**config.mk**
```make
export PLATFORM = sky130hd
export DESIGN_NAME = fetch_stage
export DESIGN_NICKNAME = d
export VERILOG_FILES = /design/src/rtl/fetch_stage.sv
export SDC_FILE = /design/constraint.sdc
export NUM_CORES = 1
export LEC_CHECK = 0
export ABC_CLOCK_PERIOD_IN_PS = 4260
export CORE_MARGIN = 8
export CORE_UTILIZATION = 35
export DETAILED_ROUTE_END_ITERATION = 8
export SYNTH_ARGS = -nofsm -noshare
export SYNTH_HDL_FRONTEND = slang
export SYNTH_SLANG_ARGS = --single-unit
```
**constraint.sdc**
```tcl
create_clock -name sysclk -period 4.26 [get_ports sysclk]
set_input_delay 0.852 -clock sysclk [delete_from_list [all_inputs] [get_ports sysclk]]
set_output_delay 0.852 -clock sysclk [all_outputs]
set_load 0.005 [all_outputs]
```
**src/rtl/fetch_stage.sv**
```systemverilog
// Instruction-fetch stage: owns the fetch PC, drives the synchronous ROM address,
// and hands a registered PC/instruction pair to ID through a one-entry skid buffer.
module fetch_stage #(
    parameter logic [31:0] RESET_PC = 32'h8000,
    parameter int unsigned ROM_AW   = 14
) (
    input  logic              sysclk,
    input  logic              nrst,
    input  logic              stall_i,
    input  logic              redirect_i,
    input  logic [31:0]       redirect_pc_i,
    input  logic              halt_i,
    output logic [ROM_AW-1:0] rom_addr_o,
    input  logic [31:0]       rom_data_i,
    output logic [31:0]       pc_id_o,
    output logic [31:0]       iword_id_o,
    output logic              valid_id_o,
    output logic              fault_o
);

    typedef enum logic {
        MODE_RUN,
        MODE_HALTED
    } mode_e;

    mode_e       mode_q, mode_d;
    logic [31:0] pc_f_q, pc_f_d;
    logic        inflight_v_q, inflight_v_d;
    logic [31:0] inflight_pc_q, inflight_pc_d;
    logic        hold_v_q, hold_v_d;
    logic [31:0] hold_word_q, hold_word_d;
    logic [31:0] pc_id_q, pc_id_d;
    logic [31:0] iword_id_q, iword_id_d;
    logic        valid_id_q, valid_id_d;
    logic        fault_q, fault_d;

    logic        redirect_misaligned;

    assign redirect_misaligned = |redirect_pc_i[1:0];

    always_comb begin
        mode_d        = mode_q;
        pc_f_d        = pc_f_q;
        inflight_v_d  = inflight_v_q;
        inflight_pc_d = inflight_pc_q;
        hold_v_d      = hold_v_q;
        hold_word_d   = hold_word_q;
        pc_id_d       = pc_id_q;
        iword_id_d    = iword_id_q;
        valid_id_d    = valid_id_q;
        fault_d       = fault_q;

        if (mode_q == MODE_RUN) begin
            if (redirect_i) begin
                if (redirect_misaligned) begin
                    fault_d = 1'b1;
                    mode_d  = MODE_HALTED;
                end else begin
                    pc_f_d = redirect_pc_i;
                end
                inflight_v_d = 1'b0;
                hold_v_d     = 1'b0;
                pc_id_d      = '0;
                iword_id_d   = '0;
                valid_id_d   = 1'b0;
            end else if (halt_i) begin
                mode_d       = MODE_HALTED;
                inflight_v_d = 1'b0;
                hold_v_d     = 1'b0;
                pc_id_d      = '0;
                iword_id_d   = '0;
                valid_id_d   = 1'b0;
            end else if (stall_i) begin
                // ROM data for the in-flight PC is only on the bus for this cycle; park it.
                if (!hold_v_q && inflight_v_q) begin
                    hold_word_d = rom_data_i;
                    hold_v_d    = 1'b1;
                end
            end else begin
                pc_f_d        = pc_f_q + 32'd4;
                inflight_pc_d = pc_f_q;
                inflight_v_d  = 1'b1;
                valid_id_d    = inflight_v_q;
                hold_v_d      = 1'b0;
                if (inflight_v_q) begin
                    pc_id_d    = inflight_pc_q;
                    iword_id_d = hold_v_q ? hold_word_q : rom_data_i;
                end else begin
                    pc_id_d    = '0;
                    iword_id_d = '0;
                end
            end
        end
    end

    always_ff @(posedge sysclk or negedge nrst) begin
        if (!nrst) begin
            mode_q        <= MODE_RUN;
            pc_f_q        <= RESET_PC;
            inflight_v_q  <= 1'b0;
            inflight_pc_q <= '0;
            hold_v_q      <= 1'b0;
            hold_word_q   <= '0;
            pc_id_q       <= '0;
            iword_id_q    <= '0;
            valid_id_q    <= 1'b0;
            fault_q       <= 1'b0;
        end else begin
            mode_q        <= mode_d;
            pc_f_q        <= pc_f_d;
            inflight_v_q  <= inflight_v_d;
            inflight_pc_q <= inflight_pc_d;
            hold_v_q      <= hold_v_d;
            hold_word_q   <= hold_word_d;
            pc_id_q       <= pc_id_d;
            iword_id_q    <= iword_id_d;
            valid_id_q    <= valid_id_d;
            fault_q       <= fault_d;
        end
    end

    assign rom_addr_o = pc_f_q[ROM_AW+1:2];
    assign pc_id_o    = pc_id_q;
    assign iword_id_o = iword_id_q;
    assign valid_id_o = valid_id_q;
    assign fault_o    = fault_q;

endmodule

```
==> results.ini <==
[setup_path]
rr_endpoint=pc_f_q[10]$_DFFE_PN0P_
cp.arrival_ns=3.15
required_ns=4.57
endpoint=pc_f_q[10]$_DFFE_PN0P_
crit_fanout=21
r2r_start=mode_q$_DFF_PN0_
critPathLaunch=redirect_pc_i[1]
crit_path_end_kind=flip-flop
criticalPathCategory=in2reg
reg2regPathDepth=4
reg2reg_slack_ns=1.85
start_kind=input pin

[global_routing]
grt_pass1_vias=5567
antenna_found_initial=0
grt_max_degree=73
grt_usage=0.152
grt_overflow=0
grt_pass1_wl_um=31500

[clock_tree]
cts_resized=0
numCtsBuffers=17
cts.path.max_buffers=2
cts_hold_buf=0
cts.repair_timing.setup_buffer_count=0
cts_num_sinks=165
cts_max_level=4
cts_tree=done
path_clk_slew_ns=0.07
clk_latency_ns=0.42
clockRootBuffer=clkbuf_16

[floorplanning]
std_cell_rows=52
die-area_um2=25500
chipWidth_um=160
start_util=0.357
core_area_um2=20200
io_pins=149
dieHeight_um=160

[synth]
ys_types=56
synth_ff_type=dfrtp_1
syn_area_per_cell_um2=10.6
synth_nets=750
synth-edff-count=0
synthArstFlopShare=1.00
synth_seq_area_share=0.571
ys_seq_elements=165
netlist_instances=680
synth_area_um2=7230
synth_warnings=0

[route]
wl_met3_um=1200
via_per_inst=5.01
vias=5430
wl_met1_um=9010
drt_iter0_markers=334
drc_errors=0
drt-total-wl_um=18900
firstDrtPassIters=4
wl_met2_um=8460
routed.top_layer=met4
post_drt_wl_per_cell_um=17.4
ant_nets=0

[layout]
fillers=1897
syn2layout_area_growth_pct=31.2
drive_gt1_frac=0.0774
utilization=0.469
multi_input_area_um2=2800
fin_nets=871
fin_cells=1084
seqCellArea_um2=4130
final_area_um2=9490
n_antenna_cell=0

[sta]
fin_hold_ws_ns=0.432
max_slew_margin=0.498
fin_skew_ns=0.00938
timing.fmax_ghz=0.352
fin_crit_sh=0.666
min_period_ns=2.84
maxSlewViolCount=0
setup_viol=0
rsz0062_at_grt=no
layout_setup_ws_ns=1.42
finalHoldViolCount=0
tightestPinTransition_ns=0.751
tns_ns=0

[place]
place_area_um2=8880
dp.final_hpwl_um=13000
dp_slack_ns=1.01
finalWeightedCongestion=0.815
dp_cells=1052
port_buffers=148

[flow_run]
max_cap_violations=0

[min_path]
hold_path.class=in2async

[pwr]
ir_worst_vdd_mv=0.243
finalPower_mw=3.41
power-per-cell-area_nw_per_um2=359
p_leak_nw=4.30

[status]
status=complete, no violations

-- per-layer routing --
layer,track usage,vias to the layer above
li1,-,2619
met3,0.0380,16
met4,0.0403,0
met2,0.230,172
met5,0,-
met1,0.214,2623
-- cells in the final DEF, fill, tap and decap left out, types with 11 or more instances in the layout --
master / count
nand3_1: 18
clkbuf_16: 17
o21ai_0: 45
nand2_1: 148
mux2_1: 29
dfrtp_1: 163
clkdlybuf4s50_1: 147
a22o_1: 32
nor2_1: 28
mux2i_1: 34
buf_4: 11
a21oi_1: 15
-- registers in the layout, summed over array words and instances (netlist names) --
register,cells
inflight_v_q,1
pc_f_q,32
hold_word_q,32
mode_q,1
valid_id_o,1
fault_o,1
inflight_pc_q,32
iword_id_o,32
pc_id_o,32
hold_v_q,1
-- final cells by class --
type | count | area share
well taps | 270 | 0.0356
inverters | 8 | 0.00317
clock buffers | 19 | 0.0467
clock inverters | 13 | 0.0171
flip-flops and latches | 165 | 0.436
multi-input cells | 449 | 0.295
repair buffers | 160 | 0.167
-- where the power goes --
group	internal, mW	switching, mW
registers	1.59	0.0429
clock network	0.901	0.673
logic	0.108	0.0868
total	2.60	0.803
-- synthesized netlist by cell type (2+ instances only) --
library cell | n | area share
dfrtp_1 | 164 | 0.57
nand2_1 | 148 | 0.077
o21ai_0 | 45 | 0.031
mux2i_1 | 34 | 0.047
a22o_1 | 32 | 0.039
clkbuf_1 | 32 | 0.017
mux2_1 | 29 | 0.045
nor2_1 | 29 | 0.015
nand3_1 | 18 | 0.012
a21oi_1 | 15 | 0.010
buf_4 | 15 | 0.016
inv_1 | 8 | 0.0042
nand4_1 | 8 | 0.0069
o21ai_1 | 8 | 0.0055
a22oi_1 | 7 | 0.0073
buf_2 | 7 | 0.0048
nor3_1 | 7 | 0.0048
or4_1 | 5 | 0.0052
a21o_1 | 4 | 0.0042
buf_1 | 4 | 0.0021
a221o_1 | 3 | 0.0042
a31oi_1 | 3 | 0.0026
a32oi_1 | 3 | 0.0036
and2_1 | 3 | 0.0026
mux2_2 | 3 | 0.0047
nor4_1 | 3 | 0.0026
o221a_2 | 3 | 0.0047
a211oi_1 | 2 | 0.0021
and3_1 | 2 | 0.0017
and4_1 | 2 | 0.0024
nor4_4 | 2 | 0.0059
o21a_1 | 2 | 0.0021
o21bai_1 | 2 | 0.0021
o22a_1 | 2 | 0.0024
o22ai_1 | 2 | 0.0017
or2_2 | 2 | 0.0017
or3_1 | 2 | 0.0017
xor2_1 | 2 | 0.0024
-- cell families after synthesis --
| family | Yosys count | synth area share |
|---|---|---|
| multiplexers | 66 | 0.0969 |
| AND/OR/NAND/NOR | 239 | 0.152 |
| buffers and inverters | 66 | 0.0433 |
| XOR/XNOR | 2 | 0.00242 |
| AO/OA/AOI/OAI | 141 | 0.132 |
| adder cells (fa/ha/maj) | 1 | 0.00173 |
| flip-flops | 165 | 0.571 |
-- worst min path at each step --
stage	from	end	slack (ns)	cells past startpoint
6_report	nrst	iword_id_o[11]$_DFFE_PN0P_	0.43	1
5_1_grt	nrst	iword_id_o[11]$_DFFE_PN0P_	0.49	1
4_1_cts	nrst	iword_id_o[11]$_DFFE_PN0P_	0.46	1
3_5_place_dp	pc_f_q[0]$_DFFE_PN0P_	inflight_pc_q[0]$_DFFE_PN0P_	0.45	2
3_3_place_gp	pc_f_q[0]$_DFFE_PN0P_	inflight_pc_q[0]$_DFFE_PN0P_	0.45	2
2_1_floorplan	pc_f_q[0]$_DFFE_PN0P_	inflight_pc_q[0]$_DFFE_PN0P_	0.43	2
-- critical path, stage by stage --
cell             delay, ns
clkdlybuf4s50_1       0.44
or4b_1                0.74
nand2_1               0.66
o21ai_1               0.14
a221o_1               0.31
Note: power is estimated with default switching activity, not from simulation.
